==> src/rtl/uart_tx_fifo.sv <==
// 8O1 UART transmitter: byte writes land in a small circular FIFO and are framed
// onto TXD as start, D0..D7 LSB first, odd parity, stop, with no gap between queued frames.
module uart_tx_fifo #(
   parameter int CLK_HZ = 50000000,
   parameter int BAUD   = 9600,
   parameter int DEPTH  = 4
) (
   input  logic                     clk,
   input  logic                     RST,
   input  logic                     WR,
   input  logic [7:0]               DBIN,
   output logic                     TXD,
   output logic                     TBE,
   output logic                     FULL,
   output logic                     OE,
   output logic [$clog2(DEPTH):0]   LEVEL
);

   localparam int AW  = $clog2(DEPTH);
   localparam int DIV = CLK_HZ / BAUD;
   localparam int CW  = ($clog2(DIV) > 13) ? $clog2(DIV) : 13;
   localparam logic [CW-1:0] DIV_LAST = CW'(DIV - 1);
   localparam logic [CW-1:0] CNT_ONE  = CW'(1);
   localparam logic [AW:0]   PTR_ONE  = (AW + 1)'(1);

   localparam logic [2:0] IDLE   = 3'd0;
   localparam logic [2:0] START  = 3'd1;
   localparam logic [2:0] DATA   = 3'd2;
   localparam logic [2:0] PARITY = 3'd3;
   localparam logic [2:0] STOP   = 3'd4;

   logic [2:0]    state;
   logic [CW-1:0] baudCnt;
   logic [2:0]    bitIdx;
   logic [7:0]    shiftReg;
   logic          parityBit;
   logic [7:0]    mem [DEPTH];
   logic [AW:0]   wrPtr;
   logic [AW:0]   rdPtr;

   logic       empty;
   logic       bitEnd;
   logic       push;
   logic       popNow;
   logic [7:0] headByte;

   // WR is a one-cycle push strobe with no back-pressure: a byte is taken on any
   // edge where WR=1 and FULL=0; a WR while FULL is discarded and latches OE.
   assign empty    = (wrPtr == rdPtr);
   assign FULL     = (wrPtr[AW] != rdPtr[AW]) && (wrPtr[AW-1:0] == rdPtr[AW-1:0]);
   assign LEVEL    = wrPtr - rdPtr;
   assign TBE      = empty && (state == IDLE);
   assign bitEnd   = (baudCnt == DIV_LAST);
   assign push     = WR && !FULL;
   assign headByte = mem[rdPtr[AW-1:0]];
   assign popNow   = !empty && ((state == IDLE) || ((state == STOP) && bitEnd));

   always_ff @(posedge clk) begin
      if (!RST && push) begin
         mem[wrPtr[AW-1:0]] <= DBIN;
      end
   end

   always_ff @(posedge clk) begin
      if (RST) begin
         state     <= IDLE;
         baudCnt   <= '0;
         bitIdx    <= '0;
         shiftReg  <= '0;
         parityBit <= 1'b0;
         wrPtr     <= '0;
         rdPtr     <= '0;
         TXD       <= 1'b1;
         OE        <= 1'b0;
      end else begin
         if (push) begin
            wrPtr <= wrPtr + PTR_ONE;
         end
         if (WR && FULL) begin
            OE <= 1'b1;
         end
         if (popNow) begin
            rdPtr <= rdPtr + PTR_ONE;
         end

         case (state)
            IDLE: begin
               baudCnt <= '0;
               TXD     <= 1'b1;
               if (!empty) begin
                  shiftReg  <= headByte;
                  parityBit <= ~^headByte;
                  bitIdx    <= '0;
                  state     <= START;
                  TXD       <= 1'b0;
               end
            end
            START: begin
               if (bitEnd) begin
                  baudCnt <= '0;
                  bitIdx  <= '0;
                  state   <= DATA;
                  TXD     <= shiftReg[0];
               end else begin
                  baudCnt <= baudCnt + CNT_ONE;
               end
            end
            DATA: begin
               if (bitEnd) begin
                  baudCnt  <= '0;
                  shiftReg <= {1'b0, shiftReg[7:1]};
                  if (bitIdx == 3'd7) begin
                     state <= PARITY;
                     TXD   <= parityBit;
                  end else begin
                     bitIdx <= bitIdx + 3'd1;
                     TXD    <= shiftReg[1];
                  end
               end else begin
                  baudCnt <= baudCnt + CNT_ONE;
               end
            end
            PARITY: begin
               if (bitEnd) begin
                  baudCnt <= '0;
                  state   <= STOP;
                  TXD     <= 1'b1;
               end else begin
                  baudCnt <= baudCnt + CNT_ONE;
               end
            end
            STOP: begin
               if (bitEnd) begin
                  baudCnt <= '0;
                  // A queued byte chains straight into the next start bit.
                  if (!empty) begin
                     shiftReg  <= headByte;
                     parityBit <= ~^headByte;
                     bitIdx    <= '0;
                     state     <= START;
                     TXD       <= 1'b0;
                  end else begin
                     state <= IDLE;
                     TXD   <= 1'b1;
                  end
               end else begin
                  baudCnt <= baudCnt + CNT_ONE;
               end
            end
            default: begin
               state   <= IDLE;
               baudCnt <= '0;
               TXD     <= 1'b1;
            end
         endcase
      end
   end

endmodule

==> config.mk <==
export PLATFORM = sky130hd
export DESIGN_NAME = uart_tx_fifo
export DESIGN_NICKNAME = d
export VERILOG_FILES = /design/src/rtl/uart_tx_fifo.sv
export SDC_FILE = /design/constraint.sdc
export NUM_CORES = 1
export LEC_CHECK = 0
export CAP_MARGIN = 10
export CORE_ASPECT_RATIO = 1.5
export CORE_UTILIZATION = 45
export DETAILED_ROUTE_END_ITERATION = 6
export DONT_BUFFER_PORTS = 1
export PLACE_DENSITY_LB_ADDON = 0.05
export SYNTH_ARGS = -nofsm -noshare
export SYNTH_HDL_FRONTEND = slang
export SYNTH_SLANG_ARGS = --single-unit
==> constraint.sdc <==
create_clock -name clk -period 5.8 [get_ports clk]
set_clock_uncertainty 0.15 [all_clocks]
set_input_delay 0.29 -clock clk [delete_from_list [all_inputs] [get_ports clk]]
set_output_delay 0.29 -clock clk [all_outputs]
set_load 0.01 [all_outputs]
Yosys cells after proc, flatten, opt, wreduce, memory -nomap -nowiden
Memories as Yosys holds them, arrays and structs flattened. A register that Yosys moved wholly into a read port is not among the register bits.
Cells that the tools add are included.
{"block": "totals", "reg_bits": 36, "mem_bits_rw": 32, "in_bits": 11, "output_inout_bits": 7, "n_memories": 1}
{"block": "op_classes", "n_addsub": 5, "n_eq_ne": 16, "mux": 32, "n_bitwise": 1, "n_reduce_logical": 23}
{"memory": "mem", "depth": 4, "word_bits": 8, "read_ports": 1, "rd_ports_with_merged_regs": 1, "wr": 1, "line_no": "37", "rtl": "logic [7:0] mem [DEPTH];"}
{"op": "3-bit two-way mux", "count": 11}
{"op": "8-bit two-way mux", "count": 3}
{"op": "8-bit one-hot mux with 3 select lines", "count": 1}
{"op": "3-bit one-hot mux with 5 select lines", "count": 1}
{"op": "2-bit inequality test, second input constant", "count": 7}
{"op": "13-bit by 1-bit adder with 13-bit output, second input constant", "count": 1}
{"op": "13-bit == test, second input constant", "count": 1}
{"op": "3-bit one-hot mux with 4 select lines", "count": 1}
{"op": "1-bit two-way mux", "count": 11}
{"op": "3-bit by 1-bit adder with 3-bit output, second input constant", "count": 3}
{"op": "8-bit XNOR reduction", "count": 1}
{"op": "1-bit logical AND", "count": 7}
{"op": "3-bit by 2-bit == test with 1-bit output, second input constant", "count": 2}
{"op": "3-bit == test, second input constant", "count": 2}
{"op": "6-bit AND reduction", "count": 1}
{"op": "1-bit one-hot mux with 5 select lines", "count": 1}
{"op": "5-bit AND reduction", "count": 1}
{"op": "2-bit two-way mux", "count": 2}
{"op": "4-bit AND reduction", "count": 1}
{"op": "4-bit nonzero test", "count": 1}
{"op": "4-bit OR reduction", "count": 1}
{"op": "3-bit by 1-bit == test with 1-bit output, second input constant", "count": 1}
{"op": "3-bit == test", "count": 1}
{"op": "1-bit logical NOT", "count": 3}
{"op": "12 further kinds", "count": 12}

Logic depth before layout (Yosys ltp)
{"block": "depth", "depth_word": 7, "mapped_depth": 8}

Worst setup path after synthesis
OpenSTA, ideal clock, no wires.
{"block": "synth_path", "path_kind": "reg-to-reg", "startpoint": "reg wrPtr[0]", "endpoint": "reg shiftReg[0]", "arrival_time_ps": 1642, "setup_slack_ps": 3875, "stages_incl_launch_ff": 9, "n_path_buf": 1, "period_less_slack_ps": 1925, "cell_sequence": "dfxtp_1 > inv_1 > ha_1 > nand2_1 > o31ai_1 > o32ai_4 > buf_6 > a21oi_1 > a311oi_1"}
{"block": "synth_via", "elab_chain_len": 4}
{"element": "start: declaration", "line_no": "38", "rtl": "logic [AW:0] wrPtr;"}
{"element": "start signal: assignment", "line_no": "77", "rtl": "wrPtr <= wrPtr + PTR_ONE;"}
{"element": "3-bit == test *", "line_no": "49", "rtl": "assign empty = (wrPtr == rdPtr);"}
{"element": "8-bit two-way mux *"}
{"element": "8-bit two-way mux"}
{"element": "8-bit one-hot mux with 3 select lines *"}
{"element": "end signal: assignment", "line_no": "91", "rtl": "shiftReg <= headByte;"}
{"element": "end signal: assignment", "line_no": "111", "rtl": "shiftReg <= {1'b0, shiftReg[7:1]};"}
{"element": "end signal: assignment", "line_no": "137", "rtl": "shiftReg <= headByte;"}
{"element": "end: declaration", "line_no": "35", "rtl": "logic [7:0] shiftReg;"}
Mark *: on every way between the ends. The rest lies on a longest branch, timed or not. The select of a mux whose other input is x is not followed.
A chain may end at the register's enable or synchronous reset.

Final worst setup path
{"block": "layout_path", "startpoint": "reg wrPtr[0]", "endpoint": "out TBE"}
{"block": "layout_via", "elab_chain_len": 2}
{"element": "3-bit == test", "line_no": "49"}
{"element": "1-bit logical AND", "line_no": "52", "rtl": "assign TBE = empty && (state == IDLE);"}
{"element": "end: declaration", "line_no": "13", "rtl": "output logic TBE,"}
Every way passes these cells.

==> qor.yml <==
grt-ovfl-total: 0
switching_power_mw: 0.4524
min_path_type: "in2reg"
grt_antenna_before_repair: 0
status: "finished, final reports clean"
htreeDepth: 3
placed_cell_area_um2: 3203
synth.avg_cell_area_um2: 12.40
critPathCaptureType: "output port"
rsz0062_at_grt: "no"
crit_arrival_ns: 1.82
die_x_um: 70.58
cts_tree: "yes"
combPwrFrac: 0.279
clkTransAtPathRegs_ns: 0.08
routed-via-count: 1900
grt_max_degree: 21
seq_area_frac_synth: 0.5424
dpl.hpwl_um: 3805
syn-cell-area_um2: 3174
antenna_left: 0
setup_viol: 0
crit_required_ns: 5.36
via_per_inst: 5.429
pwr-share-clk: 0.258
pin_count: 18
synth-simple-area-share: 0.1301
drtIter0Drc: 112
synth_edf_count: 32
ys_warn_count: 0
start_kind: "register"
final_area_um2: 3482
n_antenna_cell: 0
drv_slew: 0
synth_flop_cell: "dfxtp_1"
p_leak_nw: 1.175
grt_pass1_wl_um: 9342
crit_family: "simple AND/OR/NAND/NOR gates"
finalNonFillerCells: 350
mostFrequentLayoutCells: "38 x dfxtp_1, 32 x edfxtp_1, 24 x nor2_1, 18 x xnor2_1"
criticalPathCategory: "reg2out"
drive_gt1_frac: 0.1360
yosys-top-cells-area: "edfxtp_1 30%, dfxtp_1 24%, mux4_2 5.7%"
synthXorXnorAreaFrac: 0.06898
cts_resized: 0
wl_per_cell_um: 15.41
ctsRootBufferMaster: "clkbuf_8"
fmax_mhz: 441.7
die_h_um: 104.9
ys_types: 53
hold_viol: 0
synthMuxAreaShare: 0.08869
timing_worst_slew_pin_value_ns: 0.8046
cap_violations: 0
switching_share: 0.3304
fin_crit_ns: 2.264
grt_use_total: 0.1656
place_inst: 324
synth_nets: 278
cp_slowest_cell: "dfxtp_1"
syn_inst: 256
final_common_cell: "dfxtp_1"
cp_num_buf_inv: 1
die-area_um2: 7401
drc: 0
peakVddDrop_v: 0.0001894
numCtsBuffers: 9
cp_slowest_stage_delay_ns: 0.36
cp_cell_sequence: "inv_1 -> ha_1 -> nand2_1 -> nor2_2 -> and3_1"
critPathMaxFanout: 6
nets: 289
cts_setup_buffers: 0
start_util: 0.4633
synth_compound_area_frac: 0.08829
relSlewSlack: 0.4618
clock_latency_ns: 0.35
synth_top_cell_area_share: 0.3027
io_buffers: 0
grt_pass1_vias: 1934
syn_to_final_growth_pct: 9.697
rows: 37
internal-power_mw: 0.9169
synthAdderAreaFrac: 0.04572
coreArea_um2: 6852
nFillCells: 621
yosysTopAreaCell: "edfxtp_1"
routabilityCongestion: 0.7705
p_seq_frac: 0.463
setup_tns_ns: 0
clk_path_buf_depth: 2
async_flop_share: 0
ctsHoldBuffers: 10
drt-total-wl_um: 5392
synth_top_family_by_area: "simple AND/OR/NAND/NOR gates"
clkSinkCount: 70
ys_ff_latch: 70
dr.pass1.iters: 4
p_per_area_nw_per_um2: 393.2
fin_crit_sh: 0.3903
## area by class of cell
type	count	area (µm²)	area share
sequential	70	1722	0.4944
multi-input combinational	164	1339	0.3845
clock buffer	9	123.9	0.03557
timing repair buffer	10	100.1	0.02875
tap	78	97.59	0.02803
clock inverter	7	55.05	0.01581
inverter	12	45.04	0.01294
## kinds of logic after synthesis
kind of cell	Yosys count
flops	70
fa+ha+maj	11
mux	18
xor+xnor	25
simple gates	74
buf+inv	22
compound gates	36
## tightest hold or removal path, delay by kind of cell
family                    cells  cell delay (ns)
xor gates and xnor gates      1             0.06
and+or+nand+nor               2             0.14
## cells in the mapped netlist (3+ instances only)
cell,n
and3_2,3
xnor2_1,18
xor2_1,7
mux4_2,8
ha_1,10
and2_1,5
nor3_1,3
a21oi_1,12
nor2_1,24
a311oi_1,8
nand2_1,12
clkbuf_1,3
edfxtp_1,32
dfxtp_1,38
mux2i_1,9
inv_1,11
nand3_1,9
## layer usage
metal	wire length, µm	global-route usage	part of all wire	vias up
li1	-	-	-	960
met1	2297	0.1921	0.43	910
met2	2854	0.2892	0.53	21
met3	112	0.02507	0.021	9
met4	127	0.09143	0.024	0
met5	0	0	0	-
## stage by stage
step           power (mW)  hold slack [ns]  utilization  worst slack [ns]
6_report            1.369          0.02721       0.5082             3.536
5_1_grt             1.459          0.04560       0.5082             3.286
4_1_cts             1.391          0.01342       0.5082             3.506
3_5_place_dp        1.027           0.2191       0.4675             3.541
3_3_place_gp        1.026           0.2159       0.4675             3.555
2_1_floorplan      0.9798           0.2389            -             3.875
## flip-flops by register name (all words and copies together), names as in the netlist, named ones only
signal	count
rdPtr	3
OE	1
bitIdx	3
wrPtr	3
baudCnt	13
shiftReg	8
TXD	1
state	3
parityBit	1
mem	32
## power groups by stage
stage	clock network [mW]	logic (mW)	registers, mW
after CTS	0.365	0.390	0.636
after floorplan	0	0.368	0.612
after global placement	0	0.378	0.649
after detailed placement	0	0.380	0.647
after global routing	0.382	0.431	0.646
final	0.353	0.382	0.634
## path summary, 6_finish.rpt
check,from,slack (ns),endpoint,cells after the start
max reg2reg,wrPtr[0],3.54,mem[1][1],6
min reg2reg,baudCnt[0],0.30,baudCnt[0],1
min,WR,0.03,wrPtr[2],3
max,wrPtr[0],3.54,TBE,5
Power figures use the tool's default switching activity.
